File: src/rtl/fetch_pkg.sv
// Shared definitions for the instruction fetch front end: FSM encoding,
// queue entry layout and the default reset PC.
package fetch_pkg;

  typedef enum logic [1:0] {
    REQ  = 2'd0,
    GAP  = 2'd1,
    FULL = 2'd2
  } fetchState_t;

  // Queue entry is {pc, instr}
  localparam int ENTRY_WIDTH = 64;

  localparam logic [31:0] DEFAULT_RESET_PC = 32'h0000_0000;

  function automatic logic [31:0] alignWord(input logic [31:0] addr);
    return addr & 32'hFFFF_FFFC;
  endfunction

endpackage

File: src/rtl/instr_queue.sv
// Circular-buffer FIFO holding fetched {pc, instr} entries in program order.
// Flush wins over push/pop; a push while full only succeeds alongside a pop.
module instr_queue #(
  parameter int WIDTH     = 64,
  parameter int ADDR_BITS = 3
) (
  input  logic                 clkIn,
  input  logic                 resetIn,
  input  logic                 enable,
  input  logic                 flush,
  input  logic                 push,
  input  logic [WIDTH-1:0]     pushData,
  input  logic                 pop,
  output logic [ADDR_BITS:0]   count,
  output logic                 headValid,
  output logic [WIDTH-1:0]     headData
);

  localparam int DEPTH = 1 << ADDR_BITS;
  localparam logic [ADDR_BITS:0]   FULL_COUNT = (ADDR_BITS + 1)'(DEPTH);
  localparam logic [ADDR_BITS:0]   ONE_COUNT  = (ADDR_BITS + 1)'(1);
  localparam logic [ADDR_BITS-1:0] ONE_PTR    = ADDR_BITS'(1);

  logic [WIDTH-1:0]     mem [DEPTH];
  logic [ADDR_BITS-1:0] headPtr;
  logic [ADDR_BITS-1:0] tailPtr;
  logic                 doPush;
  logic                 doPop;

  assign headValid = (count != '0);
  assign doPop     = pop && headValid;
  assign doPush    = push && ((count != FULL_COUNT) || doPop);
  assign headData  = headValid ? mem[headPtr] : '0;

  always_ff @(posedge clkIn) begin
    if (!resetIn) begin
      headPtr <= '0;
      tailPtr <= '0;
      count   <= '0;
    end else if (enable) begin
      if (flush) begin
        headPtr <= '0;
        tailPtr <= '0;
        count   <= '0;
      end else begin
        if (doPush) tailPtr <= tailPtr + ONE_PTR;
        if (doPop)  headPtr <= headPtr + ONE_PTR;
        case ({doPush, doPop})
          2'b10:   count <= count + ONE_COUNT;
          2'b01:   count <= count - ONE_COUNT;
          default: count <= count;
        endcase
      end
    end
  end

  // Storage carries no reset; validity is tracked by count alone
  always_ff @(posedge clkIn) begin
    if (enable && !flush && doPush) begin
      mem[tailPtr] <= pushData;
    end
  end

endmodule

File: src/rtl/instr_fetch_unit.sv
// Fetch front end: owns the PC, issues one request at a time to the cache
// and queues each returned instruction with its PC for the decode stage.
module instr_fetch_unit
  import fetch_pkg::*;
#(
  parameter int          ADDR_WIDTH  = 17,
  parameter int          QUEUE_WIDTH = 3,
  parameter logic [31:0] RESET_PC    = DEFAULT_RESET_PC
) (
  input  logic                  clkIn,
  input  logic                  resetIn,
  input  logic                  readyIn,
  output logic                  instrInValid,
  output logic [ADDR_WIDTH-1:0] instrAddrIn,
  input  logic                  instrOutValid,
  input  logic [31:0]           instrOut,
  input  logic                  jumpValid,
  input  logic [31:0]           jumpAddr,
  output logic                  queueOutValid,
  input  logic                  queueOutReady,
  output logic [31:0]           queueOutInstr,
  output logic [31:0]           queueOutPc
);

  localparam logic [QUEUE_WIDTH:0] QUEUE_DEPTH = (QUEUE_WIDTH + 1)'(1 << QUEUE_WIDTH);

  fetchState_t            state;
  fetchState_t            stateNext;
  logic [31:0]            pc;
  logic [31:0]            pcNext;
  logic [31:0]            jumpTarget;
  logic [QUEUE_WIDTH:0]   count;
  logic [QUEUE_WIDTH:0]   countAfter;
  logic                   pushFire;
  logic                   popFire;
  logic [ENTRY_WIDTH-1:0] headData;

  assign jumpTarget = alignWord(jumpAddr);
  assign pushFire   = (state == REQ) && instrOutValid;
  assign popFire    = queueOutValid && queueOutReady;
  assign countAfter = count + (QUEUE_WIDTH + 1)'(pushFire) - (QUEUE_WIDTH + 1)'(popFire);

  instr_queue #(
    .WIDTH     (ENTRY_WIDTH),
    .ADDR_BITS (QUEUE_WIDTH)
  ) queueInst (
    .clkIn     (clkIn),
    .resetIn   (resetIn),
    .enable    (readyIn),
    .flush     (jumpValid),
    .push      (pushFire && !jumpValid),
    .pushData  ({pc, instrOut}),
    .pop       (queueOutReady),
    .count     (count),
    .headValid (queueOutValid),
    .headData  (headData)
  );

  assign queueOutPc    = headData[ENTRY_WIDTH-1:32];
  assign queueOutInstr = headData[31:0];

  // A redirect overrides whatever the FSM was doing, including a same-cycle response
  always_comb begin
    stateNext = state;
    pcNext    = pc;
    if (jumpValid) begin
      stateNext = GAP;
      pcNext    = jumpTarget;
    end else begin
      case (state)
        REQ: begin
          if (instrOutValid) begin
            pcNext    = pc + 32'd4;
            stateNext = GAP;
          end
        end
        GAP:     stateNext = (countAfter < QUEUE_DEPTH) ? REQ : FULL;
        FULL:    if (popFire) stateNext = REQ;
        default: stateNext = GAP;
      endcase
    end
  end

  // Request outputs are registered from the next state so they line up with the FSM
  always_ff @(posedge clkIn) begin
    if (!resetIn) begin
      state        <= GAP;
      pc           <= RESET_PC;
      instrInValid <= 1'b0;
      instrAddrIn  <= '0;
    end else if (readyIn) begin
      state        <= stateNext;
      pc           <= pcNext;
      instrInValid <= (stateNext == REQ);
      instrAddrIn  <= pcNext[ADDR_WIDTH-1:0];
    end
  end

endmodule

File: config.mk
export PLATFORM = sky130hd
export DESIGN_NAME = instr_fetch_unit
export DESIGN_NICKNAME = d
export VERILOG_FILES = /design/src/rtl/fetch_pkg.sv /design/src/rtl/instr_queue.sv /design/src/rtl/instr_fetch_unit.sv
export SDC_FILE = /design/constraint.sdc
export NUM_CORES = 1
export LEC_CHECK = 0
export ABC_CLOCK_PERIOD_IN_PS = 15550
export BUFFER_PORTS_ARGS = -buffer_cell sky130_fd_sc_hd__buf_2
export CORE_MARGIN = 3
export CORE_UTILIZATION = 60
export DETAILED_ROUTE_END_ITERATION = 10
export PLACE_DENSITY_LB_ADDON = 0.12
export SLEW_MARGIN = 15
export SYNTH_ARGS = -nofsm -noshare
export SYNTH_HDL_FRONTEND = slang
export SYNTH_HIERARCHICAL = 1
export SYNTH_SLANG_ARGS = --single-unit
File: constraint.sdc
create_clock -name clkIn -period 15.55 [get_ports clkIn]
set_input_delay 0.7775 -clock clkIn [delete_from_list [all_inputs] [get_ports clkIn]]
set_output_delay 0.7775 -clock clkIn [all_outputs]
set_load 0.05 [all_outputs]
---- Yosys cells after proc, flatten, opt, wreduce, memory -nomap -nowiden ----
Memory sizes are Yosys's and may differ from the RTL's. A register that Yosys moved wholly into a read port is not among the register bits.
Index checks and enable logic that the tools add are counted.
storage, ports and cells
  register bits ........................... 45
  memory bits (writable) .................. 512
  bits of input ports ..................... 70
  output and inout bits ................... 83
  word-level logic and storage cells ...... 60
  memories kept ........................... 1
memories
  memory         words  bits a word  read ports  clocked after memory_dff  write ports  RTL line           source
  queueInst.mem  8      64           1           1                         1            instr_queue.sv:24  logic [WIDTH-1:0] mem [DEPTH];
cells by class
  add/subtract/negate cells ............... 7
  order comparisons ....................... 1
  equality and inequality tests ........... 5
  multiplexer cells ....................... 19
  reductions and logical operators ........ 20
operators with widths
  operator                                              number
  2-to-1 mux 32 bit                                     3
  2-to-1 mux 64 bit                                     1
  adder 32 x 3 -> 32 bit (second input constant)        1
  2-to-1 mux 3 bit                                      6
  2-to-1 mux 2 bit                                      4
  case mux 4 bit (2 select lines)                       1
  nonzero test 2 bit                                    4
  adder 3 x 1 -> 3 bit (second input constant)          2
  logical AND 1 bit                                     6
  case mux 2 bit (3 select lines)                       1
  AND reduction 2 bit                                   3
  adder 4 x 1 -> 4 bit                                  1
  adder 4 x 1 -> 4 bit (second input constant)          1
  equality test 2 x 1 -> 1 bit (second input constant)  2
  equality test 2 bit (second input constant)           2
  logical NOT 2 bit                                     2
  < comparator 4 bit (second input constant)            1
  2-to-1 mux 4 bit                                      1
  != test 4 bit (second input constant)                 1
  nonzero test 4 bit                                    1
  subtractor 4 x 1 -> 4 bit                             1
  subtractor 4 x 1 -> 4 bit (second input constant)     1
  AND reduction 3 bit                                   1
  nonzero test 3 bit                                    1
  other kinds (3)                                       4

---- Depth between registers and ports, before layout ----
Gate-level depths: netlist of the first run.
  depth in word-level cells ............... 9
  gate-level depth with buffers ........... 13

---- Modules after synthesis ----
Netlist of the first run, hierarchy kept.
by module, submodules not included
  module            instances  cells each  area each (µm²)  seq. area each (µm²)
  instr_queue       1          908         20134.3          15635.0
  instr_fetch_unit  1          319         2403.6           660.6

---- Worst setup path before layout of the first run ----
OpenSTA, ideal clock, no wires.
  kind .................................... in2reg
  start ................................... in jumpValid
  end ..................................... mem queueInst.mem[0][0] (enable)
  data arrival time ....................... 6.497 ns
  required time ........................... 14.985 ns
  slack ................................... 8.489 ns
  cell stages on the path ................. 8
  buffers on the path ..................... 4
  path through ............................ buf_2 > clkbuf_1 > buf_1 > nor2_1 > buf_2 > o21ai_0 > or3_1 > nor3_1
between the ends
  word-level cells in the longest chain between the ends .. 6
  elaborated cells on any way between the ends .. 7
RTL lines
  item                                        RTL line                                   source
  from (decl)                                 instr_fetch_unit.sv:17                     input logic jumpValid,
  logical NOT 1 bit (*)                       instr_queue.sv:59, instr_fetch_unit.sv:51
  logical AND 1 bit                           instr_fetch_unit.sv:51                     .push (pushFire && !jumpValid),
  logical AND 1 bit                           instr_queue.sv:32                          assign doPush = push && ((count != FULL_COUNT) || doPop);
  logical AND 1 bit (*)                       instr_queue.sv:59                          if (enable && !flush && doPush) begin
  2-to-1 mux 1 bit (*)                        instr_queue.sv:59
  2-to-1 mux 1 bit (not written as such) (*)  instr_queue.sv:60                          mem[tailPtr] <= pushData;
  to (decl)                                   instr_queue.sv:24
Every way passes the cells marked *; elsewhere a longest branch is shown, timed or not.

==> impl_metrics.tcl, run 1 <==
set metrics [dict create \
    status "completed" \
    synth-xor-area-share_pct 0.117 \
    synth_top_family_by_area "multiplexers" \
    grt_overflow 0 \
    synthArstFlopShare_pct 0 \
    final_util_pct 69.0 \
    worst-r2r-cell-count 7 \
    vias 11900 \
    die_h_um 200 \
    holdWs_ns 0.461 \
    place.gp.congestion 0.848 \
    avgSynthCellArea_um2 18.4 \
    synth_fa_ha_area_share_pct 0.533 \
    maxCapViolCount 0 \
    relSlewSlack_pct 19.9 \
    detailed_place_hpwl_um 24900 \
    numCtsBuffers 54 \
    coreArea_um2 36800 \
    postRouteAntennaNets 0 \
    n_fill_cell 2417 \
    yosys_warnings 6 \
    cts_sinks 558 \
    irDropWorstVdd_uv 75.8 \
    clock_path_buffers 3 \
    io_pins 153 \
    end_kind "primary output" \
    cts_hold_buffers 0 \
    synth-compound-area-share_pct 3.61 \
    synthCells 1227 \
    postCtsSetupRepairBufs 0 \
    htreeDepth 2 \
    total_power_uw 3050 \
    syn_area_um2 22500 \
    cts-root-buf "clkbuf_16" \
    drv_slew 0 \
    portBuffers 148 \
    final_layout_size_suffix_gt1_share_pct 28.0 \
    synthSimpleGateAreaFrac_pct 5.39 \
    layout_commonest_cell "edfxtp_1" \
    tns_ns 0 \
    grt_pass1_vias 12200 \
    start_util_pct 61.3 \
    hold_start "jumpAddr[16]" \
    synth_ff_type "edfxtp_1" \
    grt_pass1_wl_um 71300 \
    multiInputGateArea_um2 5870 \
    max_freq_mhz 196 \
    fin_crit_ns 5.11 \
    grt_usage_pct 23.7 \
    postCtsResizedCells 0 \
    ff2ff_setup_slack_ns 11.06 \
    crit-reg2reg-launch "state[0]$_SDFFE_PN1P_" \
    final.period_utilization_pct 32.8 \
    criticalPathCategory "reg -> out" \
    syn_to_final_growth_pct 12.7 \
    yosysSeqAreaShare_pct 72.3 \
    ys_ff_latch 558 \
    drt-initial-drc-count 947 \
    drc_errors 0 \
    worstPathArrival_ns 4.33 \
    seqCellArea_um2 16300 \
    routed_wl_um 46100 \
    worstHoldPathCells 3 \
    synthMuxAreaShare_pct 15.8 \
    leakage_uw 0.00830 \
    die-area_um2 39900 \
    synth_cell_type_count 78 \
    rr_endpoint "queueInst/mem[0][29]$_DFFE_PP_" \
    min_to "pc[16]$_SDFFE_PN0P_" \
    synth_edf_count 512 \
    p_per_area_nw_per_um2 120 \
    required_ns 14.77 \
    mostFrequentLayoutCells "edfxtp_1 (512), buf_2 (148), mux4_2 (128)" \
    clkLatencyLatePin_ns 0.57 \
    finalClockSkew_ns 0.0134 \
    setup_viol 0 \
    vias_per_cell 6.31 \
    chipWidth_um 200 \
    hold_class "in -> reg" \
    hold_viol_final 0 \
    startpoint_type "flop" \
    grt_max_degree 78 \
    cts_tree "done" \
    tightest_slew_ns 1.19 \
    antenna_found_initial 1 \
    rows 70 \
    rsz0062_at_grt "no" \
    path_max_fanout 51 \
    drt_first_pass_iters 5 \
    routedWlPerCell_um 24.4 \
    clkTransAtPathRegs_ns 0.06 \
    layout.nets 1457 \
]
[cell usage after synthesis, drive strengths merged (7+ instances only)]
| library cell | count | area, µm² |
|---|---|---|
| buf | 53 | 310 |
| and4 | 7 | 63.8 |
| mux2i | 67 | 671 |
| and3 | 10 | 65.1 |
| dfxtp | 46 | 921 |
| mux4 | 128 | 2880 |
| clkbuf | 33 | 144 |
| ha | 8 | 100 |
| nand4 | 9 | 62.6 |
| edfxtp | 512 | 15400 |
| inv | 12 | 45.1 |
| nand2 | 42 | 158 |
| nor3 | 9 | 45.0 |
| a31oi | 11 | 75.1 |
| nand3 | 21 | 105 |
| a21oi | 26 | 130 |
| o21ai | 25 | 125 |
| nor2 | 103 | 394 |
| and2 | 9 | 61.3 |
[area by class of cell]
| type | count | area share, % |
|---|---|---|
| sequential | 558 | 64.2 |
| clock inverter | 32 | 1.18 |
| multi-input combinational | 588 | 23.1 |
| clock buffer | 69 | 5.62 |
| tap | 468 | 2.31 |
| timing repair buffer | 164 | 3.39 |
| antenna | 2 | 0.0197 |
| inverter | 12 | 0.177 |
[per-stage QoR]
step                      setup slack (ns)  instance area (µm²)  cells
final                                10.44                25400   1893
after global placement               10.61                23700   1790
after global routing                  9.94                25400   1891
after detailed placement             10.56                23700   1790
after floorplan                       8.49                22600   1244
after CTS                            10.19                25400   1891
[cells by family (layout without fill, tap and decap cells)]
| logic type | Yosys count | in the layout |
|---|---|---|
| adders and majority gates | 9 | 9 |
| AOI/OAI and AO/OA | 120 | 120 |
| xor gates and xnor gates | 3 | 3 |
| muxes | 196 | 196 |
| buffers and inverters | 98 | 277 |
| DFF | 558 | 558 |
| other | 1 | 20 |
| and+or+nand+nor | 242 | 242 |
[how the worst max path moves through the flow]
stage	depth (start not counted)	slack [ns]	endpoint
finish	6	10.44	queueOutPc[0]
global route	6	9.94	queueOutPc[2]
CTS	6	10.19	queueOutPc[2]
detailed placement	8	10.56	queueInst/mem[0][29]$_DFFE_PP_
global placement	8	10.61	queueInst/mem[0][29]$_DFFE_PP_
floorplan	8	8.49	queueInst/mem[0][0]$_DFFE_PP_
[sequential cells by signal (all words and copies together), names as in the netlist, named ones only]
register	cells
instrInValid	1
pc	30
queueInst/count	4
queueInst/headPtr	3
queueInst/mem	512
queueInst/tailPtr	3
state	2
[report_power, final]
part           internal (µW)  switching [µW]  leakage (µW)
logic                   35.5            91.4       0.00241
registers               1640            18.6       0.00504
clock network            733             530      0.000845
[critical path: stages, from the launching register on]
cell,delay [ns]
dfxtp_4,0.93
buf_4,0.91
buf_4,0.69
mux4_2,0.59
mux2i_1,0.17
nor2_1,0.09
buf_2,0.27
[routing by layer]
| metal | GRT usage, % | wire [µm] |
|---|---|---|
| met2 | 37.8 | 22200 |
| met3 | 3.31 | 3020 |
| met5 | 0 | 13 |
| met1 | 35.7 | 19900 |
| met4 | 6.25 | 1030 |
Power figures use the tool's default switching activity.
==> run 2, diff against run 1 <==
--- a/config.mk
+++ b/config.mk
@@ -5,7 +5,7 @@
 export SDC_FILE = /design/constraint.sdc
 export NUM_CORES = 1
 export LEC_CHECK = 0
-export ABC_CLOCK_PERIOD_IN_PS = 15550
+export ABC_CLOCK_PERIOD_IN_PS = 5320
 export BUFFER_PORTS_ARGS = -buffer_cell sky130_fd_sc_hd__buf_2
 export CORE_MARGIN = 3
 export CORE_UTILIZATION = 60
==> constraint.sdc (replaced) <==
create_clock -name clkIn -period 5.32 [get_ports clkIn]
set_input_delay 0.266 -clock clkIn [delete_from_list [all_inputs] [get_ports clkIn]]
set_output_delay 0.266 -clock clkIn [all_outputs]
set_load 0.05 [all_outputs]
==> run 2 against run 1 <==
Against the previous run: flip-flop and latch count did not move; final area rose by 1.3%; sequential power rose to 2.9 times the previous value; sequential share of layout area fell by 0.82 points; count of clock-buffer cells in the layout rose by 4; critical endpoint is now queueInst/mem[0][29]$_DFFE_PP_.
==> impl_metrics.tcl, run 2 (same netlist as run 1, synthesis figures left out) <==
set metrics [dict create \
    status "completed" \
    max_freq_mhz 267 \
    layout.nets 1493 \
    hold_start "jumpAddr[26]" \
    tns_ns 0 \
    drt_first_pass_iters 5 \
    startpoint_type "flop" \
    clkTransAtPathRegs_ns 0.06 \
    stdcell_area_um2 25700 \
    cp_top_family "simple AND/OR/NAND/NOR gates" \
    layout_commonest_cell "edfxtp_1" \
    grt_pass1_vias 11900 \
    multiInputGateArea_um2 5880 \
    postCtsSetupRepairBufs 0 \
    cts-root-buf "clkbuf_16" \
    rsz0062_at_grt "no" \
    antenna_found_initial 0 \
    path_max_fanout 14 \
    leakage_uw 0.00839 \
    max_stage_delay_ns 0.83 \
    worstSetupStartpoint "state[0]$_SDFFE_PN1P_" \
    io_pins 153 \
    detailed_place_hpwl_um 24900 \
    clkLatencyLatePin_ns 0.56 \
    clock_path_buffers 3 \
    hold_class "in -> reg" \
    htreeDepth 2 \
    mostFrequentLayoutCells "edfxtp_1 (512), buf_2 (148), mux4_2 (128)" \
    vias_per_cell 6.21 \
    worst-path-buf-inv 2 \
    final.period_utilization_pct 70.5 \
    crit-reg2reg-launch "state[0]$_SDFFE_PN1P_" \
    final_layout_size_suffix_gt1_share_pct 27.1 \
    end_kind "flop" \
    hold_viol_final 0 \
    postRouteAntennaNets 0 \
    worstPathArrival_ns 3.99 \
    finalClockSkew_ns 0.0163 \
    largestRegisters "queueInst/mem (512), pc (30), queueInst/count (4)" \
    fin_crit_ns 3.75 \
    grt_pass1_wl_um 69500 \
    drc_errors 0 \
    vias 11900 \
    place.gp.congestion 0.818 \
    largest_register "queueInst/mem" \
    drt-initial-drc-count 1008 \
    ff2ff_setup_slack_ns 1.57 \
    tightest_slew_ns 1.09 \
    grt_usage_pct 23.0 \
    setup_viol 0 \
    dpl_cell_area_um2 23800 \
    seqCellArea_um2 16300 \
    postCtsResizedCells 0 \
    coreArea_um2 36800 \
    grt_max_degree 77 \
    irDropWorstVdd_uv 267 \
    drv_slew 0 \
    cts_sinks 558 \
    n_fill_cell 2343 \
    portBuffers 148 \
    maxCapViolCount 0 \
    crit_chain "nor3b_2 -> inv_2 -> nor2_1 -> o21ai_0 -> or3_1 -> nor3_4 -> buf_4" \
    cts_tree "done" \
    die-area_um2 39900 \
    required_ns 5.56 \
    numCtsBuffers 53 \
    timing.critical_path.slowest_stage_cell "nor3_4" \
    routed_wl_um 45200 \
    criticalPathCategory "reg -> reg" \
    syn_to_final_growth_pct 14.1 \
    grt_overflow 0 \
    routedWlPerCell_um 23.5 \
    chipWidth_um 200 \
    relSlewSlack_pct 27.2 \
    p_per_area_nw_per_um2 336 \
    rows 70 \
    die_h_um 200 \
    start_util_pct 61.3 \
    largest_reg_flops 512 \
]
-- run 2: cell count changes in the layout (fill, tap and decap cells not counted), moves of 2 or more --
cell	delta
dlygate4sd3_1	+33
buf_12	+9
buf_4	-5
bufinv_16	-4
clkbuf_1	+4
inv_6	-3
nor3_2	-2
nor3_4	+2
-- run 2: worst paths after layout --
kind,end,depth (start not counted)
setup reg to reg,queueInst/mem[0][29]$_DFFE_PP_,7
hold reg to reg,queueInst/tailPtr[0]$_SDFFE_PN0P_,2
setup / recovery,queueInst/mem[0][29]$_DFFE_PP_,7
hold / removal,pc[26]$_SDFFE_PN0P_,3
-- run 2: cell type report --
type	instances	area share, %
repair buffers	201	5.19
clock buffers	73	5.56
inverters	12	0.175
diodes	1	0.00973
well taps	468	2.28
clock inverters	24	0.545
flip-flops and latches	558	63.4
multi-input cells	588	22.9
-- run 2: what timing repair did --
item | 4_1_cts | 5_1_grt
hold buffers | 33 | 0
endpoints found under the setup margin | 0 | 0
hold endpoints to repair | 257 | 0
-- run 2: where the power goes --
part	internal [µW]	total, µW	leakage, µW	switching (µW)
logic	120	388	0.00259	268
clock network	1920	3410	0.000766	1490
registers	4800	4860	0.00504	56.6
-- run 2: per-layer routing --
layer	GRT usage [%]	wire length, µm
met1	34.5	19600
met2	36.8	22100
met3	3.17	2620
met4	6.10	878
met5	0	0
-- run 2: worst register-to-register path, cell delays in order (launching register included) --
cell	delay, ns
dfxtp_1	0.35
nor3b_2	0.42
inv_2	0.13
nor2_1	0.48
o21ai_0	0.24
or3_1	0.57
nor3_4	0.83
buf_4	0.40
-- run 2: per-stage QoR --
step,utilization [%],power [µW],cells,hold slack [ns],setup slack (ns)
6_report,69.9,8650,1925,0.0481,1.57
5_1_grt,69.9,8940,1924,0.0307,1.31
4_1_cts,69.9,8730,1924,0.00969,1.53
3_5_place_dp,64.8,5320,1794,0.506,1.55
3_3_place_gp,64.8,5310,1794,0.488,1.61
2_1_floorplan,-,5190,1244,0.365,0.489
==> run 3, diff against run 2 <==
--- a/config.mk
+++ b/config.mk
@@ -5,7 +5,7 @@
 export SDC_FILE = /design/constraint.sdc
 export NUM_CORES = 1
 export LEC_CHECK = 0
-export ABC_CLOCK_PERIOD_IN_PS = 5320
+export ABC_CLOCK_PERIOD_IN_PS = 3900
 export BUFFER_PORTS_ARGS = -buffer_cell sky130_fd_sc_hd__buf_2
 export CORE_MARGIN = 3
 export CORE_UTILIZATION = 60
==> constraint.sdc (replaced) <==
create_clock -name clkIn -period 3.9 [get_ports clkIn]
set_input_delay 0.195 -clock clkIn [delete_from_list [all_inputs] [get_ports clkIn]]
set_output_delay 0.195 -clock clkIn [all_outputs]
set_load 0.05 [all_outputs]
==> run 3 against run 2 <==
Against the previous run: flip-flop and latch count unchanged; highest routed layer unchanged; worst setup slack worse by 0.81 ns; combinational power up 43%; worst hold slack worse by 0.016 ns.
==> impl_metrics.tcl, run 3 (same netlist as run 1, synthesis figures left out) <==
set metrics [dict create \
    htreeDepth 2 \
    io_pins 153 \
    routed_wl_um 46300 \
    clkLatencyLatePin_ns 0.59 \
    place.gp.congestion 0.841 \
    routedWlPerCell_um 23.7 \
    seqCellArea_um2 16300 \
    finalClockSkew_ns 0.0131 \
    final_util_pct 71.3 \
    holdWs_ns 0.0316 \
    grt_usage_pct 23.8 \
    maxCapViolCount 0 \
    layout.nets 1526 \
    final_layout_size_suffix_gt1_share_pct 27.7 \
    grt_util_met2_pct 39.0 \
    startpoint_type "flop" \
    chipWidth_um 200 \
    worstPathArrival_ns 2.94 \
    largestRegisters "queueInst/mem (512), pc (30), queueInst/count (4)" \
    fin_crit_ns 3.14 \
    clock_path_buffers 3 \
    start_util_pct 61.3 \
    end_kind "primary output" \
    placed_cells 1805 \
    cts_sinks 558 \
    vias 12000 \
    antenna_found_initial 0 \
    timing.critical_path.slowest_stage_cell "dfxtp_4" \
    relSlewSlack_pct 28.2 \
    postCtsSetupRepairBufs 0 \
    hold_class "in -> reg" \
    die-area_um2 39900 \
    postRouteAntennaNets 0 \
    grt_max_degree 70 \
    die_h_um 200 \
    setup_viol 0 \
    syn_to_final_growth_pct 16.3 \
    met1_usage_pct 33.7 \
    leakage_uw 0.00863 \
    largest_register "queueInst/mem" \
    drv_slew 0 \
    tightest_slew_ns 1.08 \
    max_freq_mhz 319 \
    hold_viol_final 0 \
    largest_reg_flops 512 \
    cts_hold_buffers 54 \
    drc_errors 0 \
    gr-max-usage-layer "met2" \
    status "completed" \
    postCtsResizedCells 0 \
    rsz0062_at_grt "no" \
    cts-root-buf "clkbuf_16" \
    layout_commonest_cell "edfxtp_1" \
    numCtsBuffers 54 \
    clkTransAtPathRegs_ns 0.06 \
    max_stage_delay_ns 0.62 \
    drt-initial-drc-count 904 \
    tns_ns 0 \
    p_per_area_nw_per_um2 464 \
    rows 70 \
    grt_use_met3_pct 5.00 \
    required_ns 3.70 \
    portBuffers 148 \
    vias_per_cell 6.15 \
    drt_first_pass_iters 5 \
    cts_tree "done" \
    irDropWorstVdd_uv 378 \
    instances_no_fill 1957 \
    grt_pass1_vias 12300 \
    grt_pass1_wl_um 71400 \
    path_max_fanout 63 \
    grt_overflow 0 \
    coreArea_um2 36800 \
    criticalPathCategory "reg -> out" \
    crit_chain "buf_12 -> mux4_2 -> mux2i_1 -> nor2_1 -> buf_2" \
    final.period_utilization_pct 80.5 \
    multiInputGateArea_um2 5880 \
    total_power_uw 12200 \
    n_fill_cell 2262 \
    detailed_place_hpwl_um 25200 \
    mostFrequentLayoutCells "edfxtp_1 (512), buf_2 (148), mux4_2 (128)" \
]
## run 3: cell types whose count changed in the layout (fill, tap and decap cells not counted), sizes merged
cell,delta
clkinvlp,-1
buf,+11
inv,+1
clkinv,+4
clkbuf,-7
bufinv,+3
dlygate4sd3,+21
## run 3: per-stage QoR
step | cell area, µm² | worst slack [ns]
after floorplan | 22600 | -0.858
after global placement | 24000 | 0.941
after detailed placement | 24000 | 0.926
after CTS | 26200 | 0.731
after global routing | 26200 | 0.553
final | 26200 | 0.761
## run 3: per-layer routing
| metal | up-vias | wire length [µm] |
|---|---|---|
| met3 | 64 | 3250 |
| li1 | 5377 | - |
| met4 | 0 | 930 |
| met2 | 411 | 23000 |
| met1 | 6179 | 19200 |
| met5 | - | 0 |
## run 3: worst max-delay path: cells and delay by family, from the launching register on
kind | cells | cell delay (ns)
buffers and inverters | 2 | 0.73
flip-flops | 1 | 0.62
multiplexers | 2 | 0.87
AND/OR/NAND/NOR | 1 | 0.08
## run 3: final cells by class
cell class | count | area share, %
flip-flops and latches | 558 | 62.2
inverters | 12 | 0.172
clock buffers | 66 | 5.57
repair buffers | 233 | 6.44
clock inverters | 31 | 0.950
multi-input cells | 588 | 22.4
diodes | 1 | 0.00955
well taps | 468 | 2.23
## run 3: worst paths after layout
| kind | endpoint | cells after the start | slack (ns) | start |
|---|---|---|---|---|
| setup reg to reg | queueInst/mem[0][46]$_DFFE_PP_ | 9 | 0.94 | state[0]$_SDFFE_PN1P_ |
| hold reg to reg | queueInst/tailPtr[0]$_SDFFE_PN0P_ | 2 | 0.55 | queueInst/tailPtr[0]$_SDFFE_PN0P_ |
| setup / recovery | queueOutInstr[22] | 5 | 0.76 | flop |
| hold / removal | queueInst/tailPtr[2]$_SDFFE_PN0P_ | 3 | 0.03 | jumpValid |
## run 3: power by group
group	total, µW	switching [µW]	internal (µW)
Clock	5000	2090	2910
Combinational	556	376	180
Sequential	6620	72.2	6550
Total	12200	2530	9640
